## src/rtl/fact_pkg.sv

```systemverilog
// rtl/fact_pkg.sv - shared state type and default widths for the factorial sequencer
package fact_pkg;
   localparam int FACT_N_W = 5;
   localparam int FACT_R_W = 32;
   localparam int FACT_P_W = FACT_R_W + FACT_N_W;

   typedef enum logic [1:0] {
      IDLE,
      CHECK,
      MUL,
      DONE
   } fact_state_t;
endpackage

```

## src/rtl/fact_down_cnt.sv

```systemverilog
// rtl/fact_down_cnt.sv - loadable down counter with a count<=1 flag
module fact_down_cnt
   import fact_pkg::*;
#(
   parameter int W = FACT_N_W
) (
   input  logic         clk,
   input  logic         reset,
   input  logic         load,
   input  logic [W-1:0] load_val,
   input  logic         dec,
   output logic [W-1:0] count,
   output logic         le1
);

   assign le1 = (count <= W'(1));

   // The decrement is gated by le1 so the counter can never wrap below 1.
   always_ff @(posedge clk) begin
      if (reset) begin
         count <= '0;
      end else if (load) begin
         count <= load_val;
      end else if (dec && !le1) begin
         count <= count - W'(1);
      end
   end

endmodule

```

## src/rtl/fact_sequencer.sv

```systemverilog
// rtl/fact_sequencer.sv - control FSM driving a shared multiplier to compute n!
module fact_sequencer
   import fact_pkg::*;
#(
   parameter int N_W = FACT_N_W,
   parameter int R_W = FACT_R_W
) (
   input  logic             clk,
   input  logic             reset,
   input  logic             start_i,
   input  logic [N_W-1:0]   n_i,
   input  logic             abort_i,
   output logic             busy_o,
   output logic             done_o,
   output logic [R_W-1:0]   result_o,
   output logic             overflow_o,
   output logic             mul_req_o,
   output logic [R_W-1:0]   mul_a_o,
   output logic [N_W-1:0]   mul_b_o,
   input  logic             mul_ack_i,
   input  logic [R_W+N_W-1:0] mul_p_i
);

   localparam int P_W = R_W + N_W;

   fact_state_t    state;
   logic [R_W-1:0] acc;
   logic           ovf_acc;
   logic [N_W-1:0] cnt;
   logic           cnt_le1;
   logic           cnt_load;
   logic           take_ack;

   // Abort wins over an ack arriving in the same cycle.
   assign take_ack = (state == MUL) && mul_req_o && mul_ack_i && !abort_i;
   assign cnt_load = (state == IDLE) && start_i;

   fact_down_cnt #(.W(N_W)) u_cnt (
      .clk      (clk),
      .reset    (reset),
      .load     (cnt_load),
      .load_val (n_i),
      .dec      (take_ack),
      .count    (cnt),
      .le1      (cnt_le1)
   );

   assign mul_a_o = acc;
   assign mul_b_o = cnt;

   always_ff @(posedge clk) begin
      if (reset) begin
         state      <= IDLE;
         busy_o     <= 1'b0;
         done_o     <= 1'b0;
         mul_req_o  <= 1'b0;
         result_o   <= '0;
         overflow_o <= 1'b0;
         acc        <= R_W'(1);
         ovf_acc    <= 1'b0;
      end else begin
         done_o <= 1'b0;
         if (abort_i && (state != IDLE)) begin
            state     <= IDLE;
            busy_o    <= 1'b0;
            mul_req_o <= 1'b0;
         end else begin
            case (state)
               IDLE: begin
                  if (start_i) begin
                     acc     <= R_W'(1);
                     ovf_acc <= 1'b0;
                     busy_o  <= 1'b1;
                     state   <= CHECK;
                  end
               end
               CHECK: begin
                  if (cnt_le1) begin
                     state      <= DONE;
                     done_o     <= 1'b1;
                     result_o   <= acc;
                     overflow_o <= ovf_acc;
                  end else begin
                     state     <= MUL;
                     mul_req_o <= 1'b1;
                  end
               end
               MUL: begin
                  if (mul_ack_i) begin
                     acc       <= mul_p_i[R_W-1:0];
                     ovf_acc   <= ovf_acc | (|mul_p_i[P_W-1:R_W]);
                     mul_req_o <= 1'b0;
                     state     <= CHECK;
                  end
               end
               DONE: begin
                  state  <= IDLE;
                  busy_o <= 1'b0;
               end
               default: begin
                  state  <= IDLE;
                  busy_o <= 1'b0;
               end
            endcase
         end
      end
   end

endmodule

```

## config.mk

```make
export PLATFORM = sky130hd
export DESIGN_NAME = fact_sequencer
export DESIGN_NICKNAME = d
export VERILOG_FILES = /design/src/rtl/fact_pkg.sv /design/src/rtl/fact_down_cnt.sv /design/src/rtl/fact_sequencer.sv
export SDC_FILE = /design/constraint.sdc
export NUM_CORES = 1
export LEC_CHECK = 0
export CAP_MARGIN = 20
export CORE_UTILIZATION = 30
export CTS_CLUSTER_SIZE = 40
export DETAILED_ROUTE_END_ITERATION = 7
export PLACE_DENSITY = 0.63
export SYNTH_ARGS = -nofsm -noshare
export SYNTH_HDL_FRONTEND = slang
export SYNTH_SLANG_ARGS = --single-unit
```

## constraint.sdc

```tcl
create_clock -name clk -period 2.4 [get_ports clk]
set_input_delay 0.24 -clock clk [delete_from_list [all_inputs] [get_ports clk]]
set_output_delay 0.24 -clock clk [all_outputs]
set_load 0.01 [all_outputs]
```

## Yosys cells after proc, flatten, opt, wreduce, memory -nomap -nowiden

Index checks and enable logic that the tools add are counted.

- Mux-type cells: 18
- Div/mod/pow operators: 0
- Multiply operators: 0
- Shift-type cells: 0
- Bitwise operators: 3
- Equal/unequal tests: 6
- Reductions and logical operators: 22
- $add $sub $neg: 1
- Order comparisons: 1

Operator list:

| kind | count |
|---|---|
| $mux W32 | 2 |
| $pmux W32 S2 | 1 |
| $mux W5 | 2 |
| $reduce_bool A2 Y1 | 5 |
| $pmux W2 S4 | 1 |
| $mux W1 | 7 |
| $logic_and A1 B1 Y1 | 6 |
| $ne A2 B2 Y1 const B | 3 |
| $pmux W1 S2 | 3 |
| $reduce_and A3 Y1 | 2 |
| $le A5 B1 Y1 const B | 1 |
| $reduce_or A5 Y1 | 1 |
| $sub A5 B1 Y5 const B | 1 |
| $eq A2 B2 Y1 const B | 2 |
| $mux W2 | 2 |
| $reduce_and A2 Y1 | 2 |
| $reduce_and A4 Y1 | 1 |
| $reduce_or A3 Y1 | 1 |
| $eq A2 B1 Y1 const B | 1 |
| $logic_not A1 Y1 | 2 |
| $logic_not A2 Y1 | 1 |
| $not A1 Y1 | 2 |
| $reduce_or A2 Y1 | 1 |
| $or A1 B1 Y1 | 1 |

- Memories kept: 0
- Output and inout port bits: 73
- Word-level logic and storage cells: 60
- Bits in latches: 0
- Input port bits: 47
- Bits in read-only memories: 0
- Register bits: 76
- Memory bits (writable): 0

## Longest topological paths before layout

Gate-level depths: netlist (run 1).

- Word-level depth: 7
- Gate-level depth with buffers: 8
- Depth with buffers taken out: 6

## Cells and area by module

From an unflattened synthesis (run 1), not the netlist that was laid out.

- Cells, all modules: 351
- Area total of the unflattened synthesis: 3093.0 um^2

By module, submodules not included:

| module | area an instance (um^2) | instances | seq. area each (um^2) | cells an instance |
|---|---|---|---|---|
| fact_sequencer | 2763.9 | 1 | 1421.4 | 312 |
| fact_down_cnt | 329.1 | 1 | 100.1 | 39 |

## Worst setup path before layout (run 1)

OpenSTA, ideal clock, no wires.

- Kind: register to register
- Start point: reg u_cnt.count[4]
- End point: reg overflow_o
- Data required time: 2.268 ns
- Cell stages (with the launch flop): 8
- Arrival: 1.701 ns
- Path buffers: 3
- Period minus slack after synthesis: 1.834 ns
- Path slack: 0.566 ns
- Library setup time: 0.132 ns
- Path through: dfxtp_1 > or3_1 > buf_2 > or4b_4 > buf_6 > buf_6 > nand2_1 > a21oi_1

- Word-level cells in the longest chain between the ends: 2

Ends and longest elaborated chain:

| what | RTL line | RTL |
|---|---|---|
| start, declared | fact_down_cnt.sv:12 | `output logic [W-1:0] count,` |
| start signal, assigned | fact_down_cnt.sv:23 | `count <= load_val;` |
| start signal, assigned | fact_down_cnt.sv:25 | `count <= count - W'(1);` |
| $le A5 B1 Y1 | fact_down_cnt.sv:16 | `assign le1 = (count <= W'(1));` |
| $reduce_and A3 Y1 (no line) | -- |  |
| end signal, assigned | fact_sequencer.sv:82 | `overflow_o <= ovf_acc;` |
| end, declared | fact_sequencer.sv:16 | `output logic overflow_o,` |

No other way between the ends.
A chain may end at the register's enable or synchronous reset.

## Worst setup path after layout (run 1)

- Start point: reg u_cnt.count[4]
- End point: reg result_o[19]

- Word-level cells in the longest chain between the ends: 2

Ends and longest elaborated chain:

| what | RTL line | RTL |
|---|---|---|
| $le A5 B1 Y1 | fact_down_cnt.sv:16 |  |
| $reduce_and A3 Y1 (no line) | -- |  |
| end signal, assigned | fact_sequencer.sv:57 | `result_o <= '0;` |
| end signal, assigned | fact_sequencer.sv:81 | `result_o <= acc;` |
| end, declared | fact_sequencer.sv:15 | `output logic [R_W-1:0] result_o,` |

No other way between the ends.

==> results by group, run 1 <==
Status
  • Status: finished, final reports clean

Critical path
  • RR Startpoint: u_cnt.count[4]
  • Buf+Inv Stages, Crit Path: 0
  • Setup crit start kind: flop
  • Worst endpoint required time: 2600 ps
  • WP depth: 4
  • Critical path endpoint category: flop
  • R2r setup slk: 460 ps
  • Cells on worst reg2reg path: 4
  • RR Endpoint: result_o[19]
  • Worst-path fanout max: 33
  • Worst setup path class: flop to flop
  • CP arrival: 2140 ps
  • CP peak stage delay: 730 ps
  • Crit-path cells: or3_1 -> or4b_4 -> nand2_1 -> a21oi_1
  • Critical path's slowest cell: or4b_4
  • CP top delay family: simple AND/OR/NAND/NOR gates

Timing
  • Setup TNS: 0 ps
  • FMAX: 0.5164 GHz
  • Slew HR: 0.6946
  • Hold Fails Final Rpt: 0
  • Final slew viol count: 0
  • Final setup violation count: 0
  • Setup WS post-layout: 463.5 ps
  • Slew of the pin with the lowest slew margin: 458.1 ps
  • Worst clock skew: 12.36 ps
  • Worst Hold Margin: 333.5 ps
  • Fin crit share: 0.8069
  • RSZ-0062 raised after global routing: false
  • Minimum clock period: 1936 ps

Drt
  • Antenna-violating nets left: 0
  • DRT Wirelength: 7.761 mm
  • Avg WL per Cell: 12.76 um
  • Vias per inst: 4.451
  • DR iter-0 viols: 47
  • DR vias: 2706
  • Remaining DRCs: 0
  • DRT Pass-1 Iters: 4

Die
  • Rows: 35
  • Initial Util: 0.3104
  • Die width: 100.0 um
  • Die ar.: 10000 sq um
  • Die height: 100.0 um
  • Area of the core: 9284 sq um
  • Boundary pin count: 120

Clock tree
  • Number of hold buffers added after cts: 0
  • Clk_lat worst skew: 340 ps
  • # H-tree levels: 3
  • Root Buffer: clkbuf_8
  • Setup Buffers After CTS: 0
  • Worst-path clk slew: 80 ps
  • CTS Buffer Depth: 2
  • Clock sinks: 76
  • CTS buffer count: 9
  • Post-cts sizing count: 0
  • CTS tree: built

Placed design
  • Setup WS pre-CTS: 220.6 ps
  • I/O Buffers: 119
  • HPWL after DPL: 5.365 mm
  • GPL Wtd Cong: 0.7714

Synth
  • Yosys Warn Count: 0
  • Avg Cell Area, Syn: 8.027 sq um
  • Mapped cell area: 2882 sq um
  • Synth top area share: 0.5280
  • Synth area leaders: dfxtp_1 (53%), nand2_1 (18%), a21oi_1 (12%)
  • Syn nets: 408
  • Synth cell types: 33
  • Yosys reg bits: 76
  • Register area share after synthesis: 0.5280
  • Post-Syn Instances: 359
  • Synth area leader: dfxtp_1

Min path
  • Worst min-delay path category: primary input to flop
  • Hold EP: result_o[25]
  • Hold Crit Depth: 2
  • Hold_sp: reset

Global routing
  • Total grt overflow: 0
  • First-pass GRT wire length: 12.40 mm
  • Largest net degree at the start of global routing: 34
  • GRT Overall Usage: 0.1585
  • Initial antenna violation count: 0
  • Vias in the first global route: 2623

Power and ir drop
  • Static leakage: 0.001501 uW
  • PD cells: 653.7 nW/um^2
  • Worst vdd ir: 0.2388 mV

Job
  • Max cap viols: 0

Cells and area
  • Most common cell after layout, fill and taps aside: nand2_1
  • Fillers: 963
  • Layout cells sized above 1: 0.06889
  • Area Overhead vs Synth: 51.67%
  • N_diodes: 0
  • Most frequent cells in the layout: nand2_1 (136), clkdlybuf4s50_1 (118), dfxtp_1 (76), a21oi_1 (67), nor2_1 (12)
  • Fin nets: 523
[sequential cells by signal, summed over array words and instances (netlist names)]
signal / flops
state: 2
mul_a_o: 32
busy_o: 1
done_o: 1
result_o: 32
ovf_acc: 1
u_cnt.count: 5
mul_req_o: 1
overflow_o: 1
[cell type report]
type,instances,area (sq um),share of cell area
inverters,2,7.507,0.001718
repair buffers,129,1269,0.2903
flip-flops and latches,76,1521,0.3481
well taps,129,161.4,0.03693
clock inverters,5,36.28,0.008302
multi-input cells,256,1234,0.2823
clock buffers,11,141.4,0.03235
[cell usage after synthesis (all sizes together)]
cell type / n
or3: 1
o2111ai: 1
a211oi: 4
clkbuf: 16
or4b: 1
and4bb: 1
o21ai: 2
nor2: 12
nor3: 3
nand2b: 3
a211o: 1
inv: 2
buf: 9
o21ba: 1
xnor2: 1
or2: 1
nor4b: 2
o21a: 1
nand2: 136
nor3b: 2
and2: 1
xor2: 3
or3b: 1
a21oi: 68
nor2b: 2
nand3b: 2
a21o: 1
nand4: 1
ha: 2
o211ai: 2
dfxtp: 76
[where the power goes]
part           switching [uW]  leakage (uW)  total (uW)  internal (uW)
clock                     469     0.0000820         875            406
combinational             299      0.000802         587            289
sequential               61.2      0.000617        1390           1330
[per-stage QoR]
step / power [uW] / utilization / instance area, sq um / instances
floorplan: 1716 / - / 2882 / 359
global placement: 1998 / 0.4500 / 4178 / 591
detailed placement: 2005 / 0.4500 / 4178 / 591
CTS: 2895 / 0.4691 / 4355 / 607
global route: 3019 / 0.4708 / 4370 / 608
finish: 2857 / 0.4708 / 4370 / 608
[metal layers]
metal | vias to the layer above | part of all wire | track usage
met5 | - | 0 | 0
met4 | 0 | 0.0098 | 0.06020
met3 | 6 | 0.043 | 0.02925
met2 | 75 | 0.47 | 0.2594
met1 | 1223 | 0.48 | 0.2081
li1 | 1402 | - | -
[worst max-delay path by stage]
stage	from	to	slack, ps
after detailed placement	mul_ack_i	mul_a_o[6]	220
after global routing	u_cnt.count[4]	result_o[27]	350
after CTS	state[1]	mul_a_o[28]	410
after global placement	mul_ack_i	mul_a_o[6]	260
final	u_cnt.count[4]	result_o[19]	460
after floorplan	u_cnt.count[4]	overflow_o	570
[logic make-up (layout without fill, tap and decap cells)]
| kind of cell | count (synthesis) | in the layout | share of synthesized area |
|---|---|---|---|
| xor gates and xnor gates | 4 | 4 | 0.01216 |
| adders and majority gates | 2 | 2 | 0.008683 |
| AOI/OAI and AO/OA | 81 | 81 | 0.1520 |
| and+or+nand+nor | 169 | 169 | 0.2514 |
| buffers and inverters | 27 | 147 | 0.04776 |
| DFF | 76 | 76 | 0.5280 |
No activity file was read; power rests on OpenSTA's default activity.
==> run 2, diff against run 1 <==
==> constraint.sdc (replaced) <==
create_clock -name clk -period 1.9 [get_ports clk]
set_input_delay 0.19 -clock clk [delete_from_list [all_inputs] [get_ports clk]]
set_output_delay 0.19 -clock clk [all_outputs]
set_load 0.01 [all_outputs]
==> results by group, run 2 (synthesis gave the netlist of run 1 again) <==
Timing
  • Fin crit share: 0.9287 (was 0.8069)
  • Final setup violation count: 0 (unchanged)
  • RSZ-0062 raised after global routing: false (unchanged)
  • Setup WS post-layout: 135.5 ps (was 463.5 ps)
  • Worst clock skew: 6.627 ps (was 12.36 ps)
  • Slew of the pin with the lowest slew margin: 316.7 ps (was 458.1 ps)
  • Setup TNS: 0 ps (unchanged)
  • Slew HR: 0.7879 (was 0.6946)
  • Hold Fails Final Rpt: 0 (unchanged)
  • Final slew viol count: 0 (unchanged)
  • FMAX: 0.5667 GHz (was 0.5164 GHz)
  • Minimum clock period: 1765 ps (was 1936 ps)

Cells and area
  • N_diodes: 0 (unchanged)
  • Area of the multi-input gates: 1252 sq um (was 1234 sq um)
  • Area Overhead vs Synth: 56.80% (was 51.67%)
  • Fillers: 933 (was 963)
  • Sequential Area: 1521 sq um (unchanged)
  • Final instance area: 4518 sq um (was 4370 sq um)
  • Layout cells sized above 1: 0.08811 (was 0.06889)
  • Most common cell after layout, fill and taps aside: nand2_1 (unchanged)
  • Fin nets: 532 (was 523)
  • Most frequent cells in the layout: nand2_1 (136), clkdlybuf4s50_1 (118), dfxtp_1 (76), a21oi_1 (67), buf_4 (15) (was nand2_1 (136), clkdlybuf4s50_1 (118), dfxtp_1 (76), a21oi_1 (67), nor2_1 (12))

Critical path
  • Worst endpoint required time: 2130 ps (was 2600 ps)
  • Critical Path Source: u_cnt.count[0] (was u_cnt.count[4])
  • CP arrival: 1990 ps (was 2140 ps)
  • Cells on worst reg2reg path: 5 (was 4)
  • RR Endpoint: overflow_o (was result_o[19])
  • Worst-path fanout max: 17 (was 33)
  • RR Startpoint: u_cnt.count[0] (was u_cnt.count[4])
  • Setup crit start kind: flop (unchanged)
  • R2r setup slk: 140 ps (was 460 ps)
  • Worst setup path class: flop to flop (unchanged)
  • Critical path endpoint category: flop (unchanged)

Clock tree
  • Clock sinks: 76 (unchanged)
  • CTS Buffer Depth: 2 (unchanged)
  • Clk_lat worst skew: 340 ps (about the same)
  • Worst-path clk slew: 80 ps (about the same)
  • # H-tree levels: 3 (unchanged)
  • Root Buffer: clkbuf_8 (unchanged)
  • CTS tree: built (unchanged)
  • CTS buffer count: 9 (unchanged)

Power and ir drop
  • Proportion of power drawn by the clock network: 0.350 (was 0.306)
  • Static leakage: 0.001575 uW (was 0.001501 uW)
  • P_sw: 1092 uW (was 829.3 uW)
  • Total power draw: 3975 uW (was 2857 uW)
  • PD cells: 879.8 nW/um^2 (was 653.7 nW/um^2)
  • Sw frac: 0.2748 (was 0.2903)
  • Seq pwr share: 0.442 (was 0.488)
  • Gate power share: 0.209 (was 0.206)
  • Pint: 2883 uW (was 2028 uW)
  • Worst vdd ir: 0.3654 mV (was 0.2388 mV)

Global routing
  • Initial antenna violation count: 0 (unchanged)
  • Total grt overflow: 0 (unchanged)
  • GRT Overall Usage: 0.1678 (was 0.1585)
  • First-pass GRT wire length: 12.94 mm (was 12.40 mm)
  • Largest net degree at the start of global routing: 34 (unchanged)
  • Busiest grt layer: met2 (unchanged)
  • Vias in the first global route: 2671 (was 2623)
  • Met3 usage: 0.04526 (was 0.02925)
  • M2 GR Usage: 0.2668 (was 0.2594)
  • Grt met1 use: 0.2174 (was 0.2081)

Placed design
  • HPWL after DPL: 5.553 mm (was 5.365 mm)
  • Setup WS pre-CTS: -15.76 ps (was 220.6 ps)
  • I/O Buffers: 119 (unchanged)
  • GPL Wtd Cong: 0.7686 (was 0.7714)
  • Placed inst area: 4270 sq um (was 4178 sq um)

Min path
  • Hold Crit Depth: 3 (was 2)
  • Hold_sp: reset (unchanged)
  • Hold EP: result_o[24] (was result_o[25])
  • Worst min-delay path category: primary input to flop (unchanged)

Die
  • Area of the core: 9284 sq um (unchanged)
  • Initial Util: 0.3104 (unchanged)
  • Rows: 35 (unchanged)
  • Die height: 100.0 um (unchanged)
  • Boundary pin count: 120 (unchanged)
  • Die width: 100.0 um (unchanged)
  • Die ar.: 10000 sq um (unchanged)

Drt
  • Remaining DRCs: 0 (unchanged)
  • Vias per inst: 4.506 (was 4.451)
  • DRT Wirelength: 8.265 mm (was 7.761 mm)
  • DR iter-0 viols: 75 (was 47)
  • Avg WL per Cell: 13.40 um (was 12.76 um)
  • DRT Pass-1 Iters: 4 (unchanged)
  • DR vias: 2780 (was 2706)
  • Antenna-violating nets left: 0 (unchanged)

Job
  • Max cap viols: 0 (unchanged)

Status
  • Status: finished, final reports clean (unchanged)
run 2: cell types whose count changed in the layout (fill, tap and decap cells not counted), sizes merged:
cell and change:
bufinv +2, buf +8, clkinv -1, or4b +1, clkinvlp -1
run 2: area by class of cell:
type / count / area share
flip-flops and latches: 76 / 0.3367
repair buffers: 137 / 0.2988
multi-input cells: 257 / 0.2772
well taps: 129 / 0.03572
clock buffers: 11 / 0.03129
clock inverters: 5 / 0.01855
inverters: 2 / 0.001662
run 2: timing repair:
| action | 4_1_cts | 5_1_grt |
|---|---|---|
| endpoints found under the hold margin | 0 | 0 |
| resized for setup | 0 | 3 |
| setup endpoints to repair | 0 | 33 |
| hold buffers | 0 | 0 |
| setup buffers | 0 | 0 |
run 2: routing by layer:
metal  share of wire  up-vias
met5               0        -
met2            0.47       83
met3           0.059        9
li1                -     1432
met1            0.46     1256
met4           0.016        0
run 2: metrics by stage:
stage          hold slack (ps)    util  cells
2_1_floorplan            313.6       -    359
6_report                 297.5  0.4867    617
3_3_place_gp             434.5  0.4600    600
3_5_place_dp             446.4  0.4600    600
4_1_cts                  286.8  0.4842    616
5_1_grt                  318.6  0.4867    617
run 2: worst max path at each step:
stage / slack [ps] / end / cells after the start
2_1_floorplan: 70 / overflow_o / 7
3_3_place_gp: -10 / u_cnt.count[1] / 5
3_5_place_dp: -20 / u_cnt.count[1] / 5
4_1_cts: 20 / overflow_o / 5
5_1_grt: 30 / result_o[10] / 5
6_report: 140 / overflow_o / 5
run 2: power by group through the flow:
stage	combinational, uW	clock, uW	sequential [uW]
floorplan	349	0	1820
global placement	807	0	1790
detailed placement	814	0	1790
CTS	819	1420	1750
global route	911	1500	1770
finish	830	1390	1760
run 2: worst max-delay path, cell delays in order, from the launching register on:
cell and delay [ps]:
dfxtp_1 420, ha_1 170, o21ba_2 220, or4b_4 640, nand2_1 120, a21oi_1 60
